**config.mk**
```make
export PLATFORM = sky130hd
export DESIGN_NAME = seq_mac_unit
export DESIGN_NICKNAME = d
export VERILOG_FILES = /design/src/rtl/seq_mac_unit.sv
export SDC_FILE = /design/constraint.sdc
export NUM_CORES = 1
export LEC_CHECK = 0
export ABC_CLOCK_PERIOD_IN_PS = 11400
export CORE_UTILIZATION = 30
export DETAILED_ROUTE_END_ITERATION = 10
export GPL_TIMING_DRIVEN = 0
export PLACE_DENSITY = 0.51
export SLEW_MARGIN = 15
export SYNTH_ARGS = -nofsm -noshare
export SYNTH_HDL_FRONTEND = slang
export SYNTH_SLANG_ARGS = --single-unit
```
**constraint.sdc**
```tcl
create_clock -name clk -period 11.4 [get_ports clk]
set_input_delay 1.71 -clock clk [delete_from_list [all_inputs] [get_ports clk]]
set_output_delay 1.71 -clock clk [all_outputs]
set_load 0.02 [all_outputs]
```
**src/rtl/seq_mac_unit.sv**
```systemverilog
// Iterative shift-add multiply-accumulate unit with valid/ready handshakes.
// One multiplier bit per clock; optional persistent accumulator with overflow flag.
module seq_mac_unit #(
  parameter int A_WIDTH   = 7,
  parameter int B_WIDTH   = 4,
  parameter int ACC_WIDTH = A_WIDTH + B_WIDTH + 4
) (
  input  logic                 clk,
  input  logic                 rst,
  input  logic                 In_Valid,
  output logic                 In_Ready,
  input  logic [A_WIDTH-1:0]   A,
  input  logic [B_WIDTH-1:0]   B,
  input  logic                 Signed_Mode,
  input  logic                 Accumulate,
  output logic                 Out_Valid,
  input  logic                 Out_Ready,
  output logic [ACC_WIDTH-1:0] Result,
  output logic                 Overflow
);

  localparam int PW = A_WIDTH + B_WIDTH;
  localparam int CW = (B_WIDTH > 1) ? $clog2(B_WIDTH) : 1;
  localparam logic [CW-1:0] LAST = CW'(B_WIDTH - 1);
  localparam int M = ACC_WIDTH - 1;

  typedef enum logic [1:0] {
    IDLE,
    BUSY,
    DONE
  } state_t;

  state_t state, state_nx;

  logic [A_WIDTH-1:0]   a_q;
  logic [B_WIDTH-1:0]   b_q;
  logic                 sgn_q;
  logic                 accm_q;
  logic [PW-1:0]        pp;
  logic [PW-1:0]        pp_nx;
  logic [PW-1:0]        a_ext;
  logic [PW-1:0]        term;
  logic [CW-1:0]        cnt;
  logic [ACC_WIDTH-1:0] acc;
  logic [ACC_WIDTH-1:0] acc_nx;
  logic [ACC_WIDTH-1:0] p_ext;
  logic [ACC_WIDTH:0]   sum;
  logic                 ovf_nx;
  logic                 take;
  logic                 give;
  logic                 last;

  assign take = (state == IDLE) && In_Valid && In_Ready;
  assign give = (state == DONE) && Out_Valid && Out_Ready;
  assign last = (cnt == LAST);

  always_comb begin
    state_nx = state;
    case (state)
      IDLE:    if (take) state_nx = BUSY;
      BUSY:    if (last) state_nx = DONE;
      DONE:    if (give) state_nx = IDLE;
      default: state_nx = IDLE;
    endcase
  end

  // The sign bit of B carries negative weight in two's-complement mode.
  always_comb begin
    if (sgn_q) a_ext = PW'($signed(a_q));
    else       a_ext = PW'(a_q);
    term  = a_ext << cnt;
    pp_nx = pp;
    if (b_q[cnt]) begin
      if (sgn_q && last) pp_nx = pp - term;
      else               pp_nx = pp + term;
    end
  end

  always_comb begin
    if (sgn_q) p_ext = ACC_WIDTH'($signed(pp_nx));
    else       p_ext = ACC_WIDTH'(pp_nx);
    sum    = {1'b0, acc} + {1'b0, p_ext};
    acc_nx = p_ext;
    ovf_nx = 1'b0;
    if (accm_q) begin
      acc_nx = sum[M:0];
      if (sgn_q) ovf_nx = (acc[M] == p_ext[M]) && (sum[M] != acc[M]);
      else       ovf_nx = sum[ACC_WIDTH];
    end
  end

  always_ff @(posedge clk or posedge rst) begin
    if (rst) begin
      state     <= IDLE;
      a_q       <= '0;
      b_q       <= '0;
      sgn_q     <= 1'b0;
      accm_q    <= 1'b0;
      pp        <= '0;
      cnt       <= '0;
      acc       <= '0;
      Result    <= '0;
      Overflow  <= 1'b0;
      Out_Valid <= 1'b0;
      In_Ready  <= 1'b0;
    end else begin
      state <= state_nx;
      case (state)
        IDLE: begin
          if (take) begin
            a_q      <= A;
            b_q      <= B;
            sgn_q    <= Signed_Mode;
            accm_q   <= Accumulate;
            pp       <= '0;
            cnt      <= '0;
            In_Ready <= 1'b0;
          end else begin
            In_Ready <= 1'b1;
          end
        end
        BUSY: begin
          pp  <= pp_nx;
          cnt <= cnt + CW'(1);
          if (last) begin
            acc       <= acc_nx;
            Result    <= acc_nx;
            Overflow  <= ovf_nx;
            Out_Valid <= 1'b1;
          end
        end
        DONE: begin
          if (give) begin
            Out_Valid <= 1'b0;
            In_Ready  <= 1'b1;
          end
        end
        default: ;
      endcase
    end
  end

endmodule
```
# == Word-level counts from Yosys, hierarchy flattened ==
# Cells that the tools add are included.
# totals
register_bits,46
input_bits,17
out_inout_bits,18
wordCells,64
# op_classes
n_addsub,4
n_lt_le_gt_ge,1
n_eq_ne,8
shift,1
muxes,23
n_reduce_logical,16
# op_table
op,n
11-bit 2-to-1 mux,4
15-bit 2-to-1 mux,2
11-bit one-hot mux with 2 select lines,1
15-bit by 15-bit adder with 16-bit output,1
11-bit adder,1
11-bit by 2-bit << shifter with 11-bit output,1
11-bit subtractor,1
2-bit 2-to-1 mux,4
2-bit AND reduction,4
1-bit 2-to-1 mux,7
1-bit logical AND,6
2-bit inequality test (second input constant),3
2-bit one-hot mux with 3 select lines,1
3-bit AND reduction,2
2-bit nonzero test,3
2-bit equality test (second input constant),2
1-bit one-hot mux with 2 select lines,2
2-bit one-hot mux with 2 select lines,1
2-bit by 3-bit less-than comparator with 1-bit output (second input constant),1
2-bit by 1-bit adder with 2-bit output (second input constant),1
1-bit binary-select mux with 2-bit select,1
2-bit by 1-bit equality test with 1-bit output (second input constant),1
2-bit logical NOT,1
1-bit equality test,1
1-bit inequality test,1

# == Longest topological paths before layout ==
# Gate-level depths: netlist (run 1).
# depth
word_depth,11
depth_mapped,25
ltp_nobuf,23

# == Worst setup path before layout (run 1) ==
# No wires, ideal clock.
# synth_path
path_type,register to register
startpoint,register cnt[0]
endpoint,register Overflow
setup_ps,121
t_arrival_ps,4460
t_required_ps,11279
slack_ps,6819
path_stages_with_launch,24
path_buffers,2
synth_period_minus_slack_ps,4581
path_cell_list,dfrtp_1 buf_6 buf_8 mux2i_1 or2_1 ha_1 a21oi_1 ha_1 nor2b_1 o21ai_1 a21boi_1 o21a_1 or3_1 a31oi_1 inv_1 ha_1 a21o_1 or3_1 o211ai_1 a311oi_1 nand2_1 a21boi_1 o311a_1 a22o_1
# synth_via
elab_chain_cells,10
word_cells_on_any_way,17
cone_classes,add/sub (3); eq/ne (3); shift (1); mux (7); reduce/logical (3)
# synth_rtl
item,line_no,text
start: declaration,43,logic [CW-1:0] cnt;
start signal: assignment,124,cnt <= cnt + CW'(1);
11-bit by 2-bit << shifter with 11-bit output / 2-bit equality test (equally long branches),"71, 55",
11-bit adder (tied with other cells),75,else pp_nx = pp + term;
11-bit 2-to-1 mux,74,if (sgn_q && last) pp_nx = pp - term;
11-bit 2-to-1 mux,73,if (b_q[cnt]) begin
15-bit 2-to-1 mux,80,if (sgn_q) p_ext = ACC_WIDTH'($signed(pp_nx));
15-bit by 15-bit adder with 16-bit output,82,"sum = {1'b0, acc} + {1'b0, p_ext};"
1-bit inequality test,87,if (sgn_q) ovf_nx = (acc[M] == p_ext[M]) && (sum[M] != acc[M]);
1-bit logical AND,87,
1-bit 2-to-1 mux,87,
1-bit 2-to-1 mux,85,if (accm_q) begin
end signal: assignment,128,Overflow <= ovf_nx;
end: declaration,19,output logic Overflow
# Several ways; a longest one is shown, not always the timed one. The select of a mux whose other input is x is not followed.
# A chain may end at the register's enable or synchronous reset.

# == Final worst setup path (run 1) ==
# Ends and elaborated chain as after synthesis.

==> impl_metrics.tcl, run 1 <==
set metrics [dict create \
    p_total_uw 347 \
    cts_hold_buf 0 \
    start_kind "flop" \
    synthesis.area_um2 3740 \
    path_max_fanout 10 \
    grt_max_degree 29 \
    synth_common_cells "46 x dfrtp_1, 45 x nand2_1, 41 x a21oi_1" \
    seqPwrFrac 0.470 \
    synth_nets 475 \
    die_area_um2 12900 \
    grt_usage 0.147 \
    grt_first_pass_wirelength_um 15100 \
    nets 517 \
    synth_cells 429 \
    antenna_found_initial 0 \
    drt_first_iter_violations 110 \
    switchingPower_uw 69.8 \
    hold_path_class "reg2reg" \
    synthTopCellsByArea "dfrtp_1 31%, ha_1 9.0%, a21oi_1 5.5%, nand2_1 4.5%, xnor2_1 4.2%" \
    antennaDiodeCount 0 \
    drc 0 \
    yosys_warnings 0 \
    synthArstFlopShare 1.00 \
    cp-end-kind "flop" \
    setup_viol 0 \
    via_per_inst 4.92 \
    status "complete, no violations" \
    cts.sinks 46 \
    tritoncts "done" \
    yosys.area.top_type "dfrtp_1" \
    cts_setup_buffers 0 \
    die_h_um 114 \
    ys_seq_area_frac 0.308 \
    skew_ps 6.85 \
    cts_resized 0 \
    holdWs_ps 489 \
    totalWireLength_um 8880 \
    cp.required_ps 11590 \
    place.gp.congestion 0.812 \
    ir_drop_mv 0.0408 \
    coreArea_um2 12100 \
    htree_levels 2 \
    slew_headroom 0.332 \
    initial_core_util 0.310 \
    grt_pass1_vias 3060 \
    hpwl_um 6910 \
    drive_above_1_share 0.0849 \
    syn_area_per_cell_um2 8.72 \
    p_clk_frac 0.501 \
    setup-tns-final_ps 0 \
    yosysTopAreaCellShare 0.308 \
    clockBufferDepth 2 \
    finalCritPeriodShare 0.454 \
    vias 3144 \
    firstDrtPassIters 6 \
    portBuffers 34 \
    p_int_uw 277 \
    io-pin-count 35 \
    combinationalPowerShare 0.029 \
    hold_depth 1 \
    post_drt_wl_per_cell_um 13.9 \
    ant_nets 0 \
    rr_worst_depth 23 \
    clk_pin_slew_ps 70 \
    power-per-cell-area_nw_per_um2 77.5 \
    swShare 0.201 \
    synth_edf_count 0 \
    max-cap-violations 0 \
    crit_type "reg2reg" \
    clk-insertion-delay-late_ps 290 \
    fmax_mhz 193 \
    crit_arrival_ps 5360 \
    ys.flop_type "dfrtp_1" \
    ys_types 62 \
    hold_viol_final 0 \
    yosysMostFrequentCell "dfrtp_1" \
    gr-total-overflow 0 \
    maxSlewViolCount 0 \
    setup_slack_ps 6220 \
    area_delta_synth_final_pct 19.8 \
    rows 40 \
    ys_ff_latch 46 \
    rsz0062_at_grt "false" \
    tightestPinTransition_ps 994 \
    leakage_uw 0.00198 \
    root_buffer "clkbuf_16" \
    die_width_um 114 \
    place_ws_ps 6240 \
    min_period_ps 5180 \
    cts_made_buffers 5 \
]
final cells by class:
cell class | count | area [um2]
Fill cell | 1261 | 7580
Multi-Input combinational cell | 343 | 2420
Sequential cell | 46 | 1150
Timing Repair Buffer | 35 | 360
Tap cell | 168 | 210
Clock buffer | 6 | 139
Buffer | 19 | 93.8
Inverter | 21 | 78.8
Clock inverter | 1 | 30.0
flip-flops by register name (all words and copies together) (netlist names):
| name | count |
|---|---|
| In_Ready | 1 |
| Out_Valid | 1 |
| Overflow | 1 |
| Result | 15 |
| a_q | 7 |
| accm_q | 1 |
| b_q | 4 |
| cnt | 2 |
| pp | 11 |
| sgn_q | 1 |
| state | 2 |
cell usage in the layout (no fill, tap or decap), types with 5 or more instances in the layout:
| master | n |
|---|---|
| xnor2_1 | 18 |
| clkdlybuf4s50_1 | 34 |
| mux2_1 | 10 |
| dfrtp_1 | 46 |
| clkbuf_1 | 13 |
| mux2_2 | 8 |
| o21ai_1 | 22 |
| xor2_1 | 7 |
| nor2b_1 | 6 |
| o22ai_1 | 7 |
| clkbuf_16 | 5 |
| o21ai_0 | 8 |
| inv_1 | 16 |
| a21o_1 | 5 |
| nor3_1 | 10 |
| nor2_1 | 38 |
| nand2_1 | 45 |
| mux2i_1 | 10 |
| a21oi_1 | 41 |
| a211oi_1 | 5 |
| nand3_1 | 10 |
| o21a_1 | 5 |
| ha_1 | 27 |
power groups by stage:
stage	clock network, uW	registers [uW]	logic, uW
global route	184	163	11.4
finish	174	163	10.1
CTS	179	163	10.5
global placement	0	166	9.51
detailed placement	0	166	10.5
floorplan	0	166	2.78
cell families after synthesis:
family          synth area share
simple gates               0.159
compound gates             0.210
flops                      0.308
buf+inv                   0.0462
mux                        0.109
fa+ha+maj                  0.101
xor+xnor                  0.0672
critical path, cell delays in order (launching register included):
cell,delay (ps)
dfrtp_1,400
buf_6,150
buf_8,140
and2b_1,250
nand2_1,100
ha_1,290
a21oi_1,250
ha_1,280
nor2b_1,120
o21ai_1,150
a21boi_1,110
o21a_1,190
or3_1,310
a31oi_1,370
inv_1,80
ha_1,240
a21o_1,180
or3_1,320
o211ai_1,320
a311oi_1,200
nand2_1,100
a21boi_1,60
o311a_1,280
a22o_1,170
worst paths after layout:
| kind | start | endpoint | slack, ps |
|---|---|---|---|
| max | cnt[0] | Overflow | 6220 |
| min | b_q[0] | b_q[0] | 490 |
| max reg2reg | cnt[0] | Overflow | 6220 |
| min reg2reg | b_q[0] | b_q[0] | 490 |
| max in group asynchronous | rst | Out_Valid | 9150 |
| min in group asynchronous | rst | b_q[1] | 1750 |
stage by stage:
stage	utilization	area (um2)	cells
after detailed placement	0.357	4310	632
final	0.371	4480	639
after global placement	0.356	4290	631
after floorplan	-	3740	429
after global routing	0.371	4480	639
after CTS	0.371	4480	639
metal layers:
layer	part of all wire	up-vias	global-route usage
met3	0.030	10	0.0255
met1	0.49	1476	0.196
met2	0.47	44	0.246
met5	0	-	0
li1	-	1614	-
met4	0.011	0	0.0404
Power figures use the tool's default switching activity.
==> run 2, diff against run 1 <==
--- a/config.mk
+++ b/config.mk
@@ -5,7 +5,7 @@
 export SDC_FILE = /design/constraint.sdc
 export NUM_CORES = 1
 export LEC_CHECK = 0
-export ABC_CLOCK_PERIOD_IN_PS = 11400
+export ABC_CLOCK_PERIOD_IN_PS = 5100
 export CORE_UTILIZATION = 30
 export DETAILED_ROUTE_END_ITERATION = 10
 export GPL_TIMING_DRIVEN = 0
==> constraint.sdc (replaced) <==
create_clock -name clk -period 5.1 [get_ports clk]
set_input_delay 0.765 -clock clk [delete_from_list [all_inputs] [get_ports clk]]
set_output_delay 0.765 -clock clk [all_outputs]
set_load 0.02 [all_outputs]
==> run 2 against run 1 <==
  * Global-route usage stayed put
  * Setup slack got worse by 6000 ps
  * Final cell count rose by 0.94%
  * Core utilization rose by 1.3 points
  * Critical path depth is 1 higher
  * Largest cell class unchanged
  * Register-to-register slack lost 6000 ps
  * Power increased by 120%
  * Sequential cell count stayed put
==> impl_metrics.tcl, run 2 (same netlist as run 1, synthesis figures left out) <==
set metrics [dict create \
    drive_above_1_share 0.132 \
    min_period_ps 4880 \
    root_buffer "clkbuf_16" \
    hpwl_um 6910 \
    maxSlewViolCount 0 \
    cp-end-kind "flop" \
    reg.largest.list "Result (15), pp (11), a_q (7)" \
    clk_pin_slew_ps 70 \
    die_h_um 114 \
    firstDrtPassIters 5 \
    status "complete, no violations" \
    initial_core_util 0.310 \
    drt_first_iter_violations 172 \
    cp.required_ps 5290 \
    die_area_um2 12900 \
    coreArea_um2 12100 \
    htree_levels 2 \
    die_width_um 114 \
    skew_ps 6.36 \
    cts_made_buffers 5 \
    setup_viol 0 \
    largest_register_ffs 15 \
    rows 40 \
    final_area_um2 4640 \
    layout_commonest_cell "dfrtp_1" \
    totalWireLength_um 9150 \
    clockBufferDepth 2 \
    portBuffers 34 \
    hold_viol_final 0 \
    fin_util 0.385 \
    max-cap-violations 0 \
    area_delta_synth_final_pct 24.1 \
    hold_path_class "reg2reg" \
    ant_nets 0 \
    io-pin-count 35 \
    start_kind "flop" \
    crit_arrival_ps 5070 \
    via_per_inst 4.94 \
    nets 523 \
    crit_type "reg2reg" \
    grt_max_degree 29 \
    place.gp.congestion 0.812 \
    path_max_fanout 10 \
    leakage_uw 0.00204 \
    grt_usage 0.147 \
    power-per-cell-area_nw_per_um2 167 \
    clk-insertion-delay-late_ps 290 \
    fmax_mhz 205 \
    largest-register "Result" \
    slew_headroom 0.328 \
    cts_hold_buf 0 \
    dpl-instance-area_um2 4310 \
    grt_first_pass_wirelength_um 15100 \
    grt_pass1_vias 3060 \
    cts.sinks 46 \
    p_total_uw 775 \
    ir_drop_mv 0.0909 \
    final_cell_mix "46 x dfrtp_1, 44 x nand2_1, 38 x nor2_1, 38 x a21oi_1, 34 x clkdlybuf4s50_1" \
    post_drt_wl_per_cell_um 14.2 \
    tritoncts "done" \
    finalCritPeriodShare 0.957 \
    antenna_found_initial 0 \
    drc 0 \
    antennaDiodeCount 0 \
    tightestPinTransition_ps 1000 \
    vias 3184 \
    gr-total-overflow 0 \
]
-- run 2: cell count changes in the layout (fill, tap and decap cells not counted), sizes merged --
cell / previous run / this run
buf: 7 / 13
-- run 2: layout make-up --
class / instances / area [um2]
plain buffers: 19 / 95.1
inverters: 21 / 78.8
flip-flops and latches: 46 / 1150
repair buffers: 41 / 405
multi-input cells: 343 / 2530
fillers: 1245 / 7420
clock inverters: 1 / 30.0
well taps: 168 / 210
clock buffers: 6 / 139
-- run 2: timing repair --
action / CTS / global route
pin swaps: 0 / 8
gates resized for setup: 1 / 20
endpoints found under the setup margin: 1 / 6
buffers inserted: 0 / 6
-- run 2: critical path, cell delays in order (launching register included) --
cell      delay [ps]
dfrtp_1          370
buf_6            140
buf_8            140
mux2_2           360
mux2i_4          190
nand2_1           80
o21a_1           210
xnor2_2          250
ha_4             260
a21oi_1          140
nor2b_1           90
nor3_2           230
xnor2_1          110
mux2i_2          250
inv_1            120
ha_4             250
a21o_1           190
or3_1            330
o211ai_1         190
buf_4            160
a311oi_2         110
nand2_1           90
a21boi_1          60
o311a_1          290
a22o_1           170
-- run 2: per-stage QoR --
step / cells / setup slack, ps / TNS, ps / hold slack, ps
CTS: 639 / 4.15 / 0 / 493
detailed placement: 632 / -63.3 / -63.3 / 478
global placement: 631 / -29.6 / -29.6 / 470
floorplan: 429 / 519 / 0 / 452
finish: 645 / 218 / 0 / 490
global route: 645 / -45.0 / -45.0 / 502
-- run 2: report_power, final --
group / total (uW) / internal [uW] / switching (uW)
Sequential: 365 / 365 / 0
Combinational: 22.6 / 12.7 / 9.88
Clock: 387 / 242 / 145
Total: 775 / 620 / 155
-- run 2: final timing paths --
kind                       startpoint        end  slack (ps)  cells after the start
min                            b_q[0]     b_q[0]         490                      1
max reg2reg                    cnt[0]   Overflow         220                     24
min reg2reg                    b_q[0]     b_q[0]         490                      1
min in group asynchronous         rst     b_q[1]         800                      2
max                            cnt[0]   Overflow         220                     24
max in group asynchronous         rst  Out_Valid        3800                      3
-- run 2: per-layer routing --
layer | global-route usage | vias to the layer above | routed length [um] | part of all wire
li1 | - | 1623 | - | -
met4 | 0.0404 | 0 | 89 | 0.0097
met2 | 0.246 | 57 | 4310 | 0.47
met3 | 0.0255 | 8 | 344 | 0.038
met1 | 0.196 | 1496 | 4400 | 0.48
met5 | 0 | - | 0 | 0
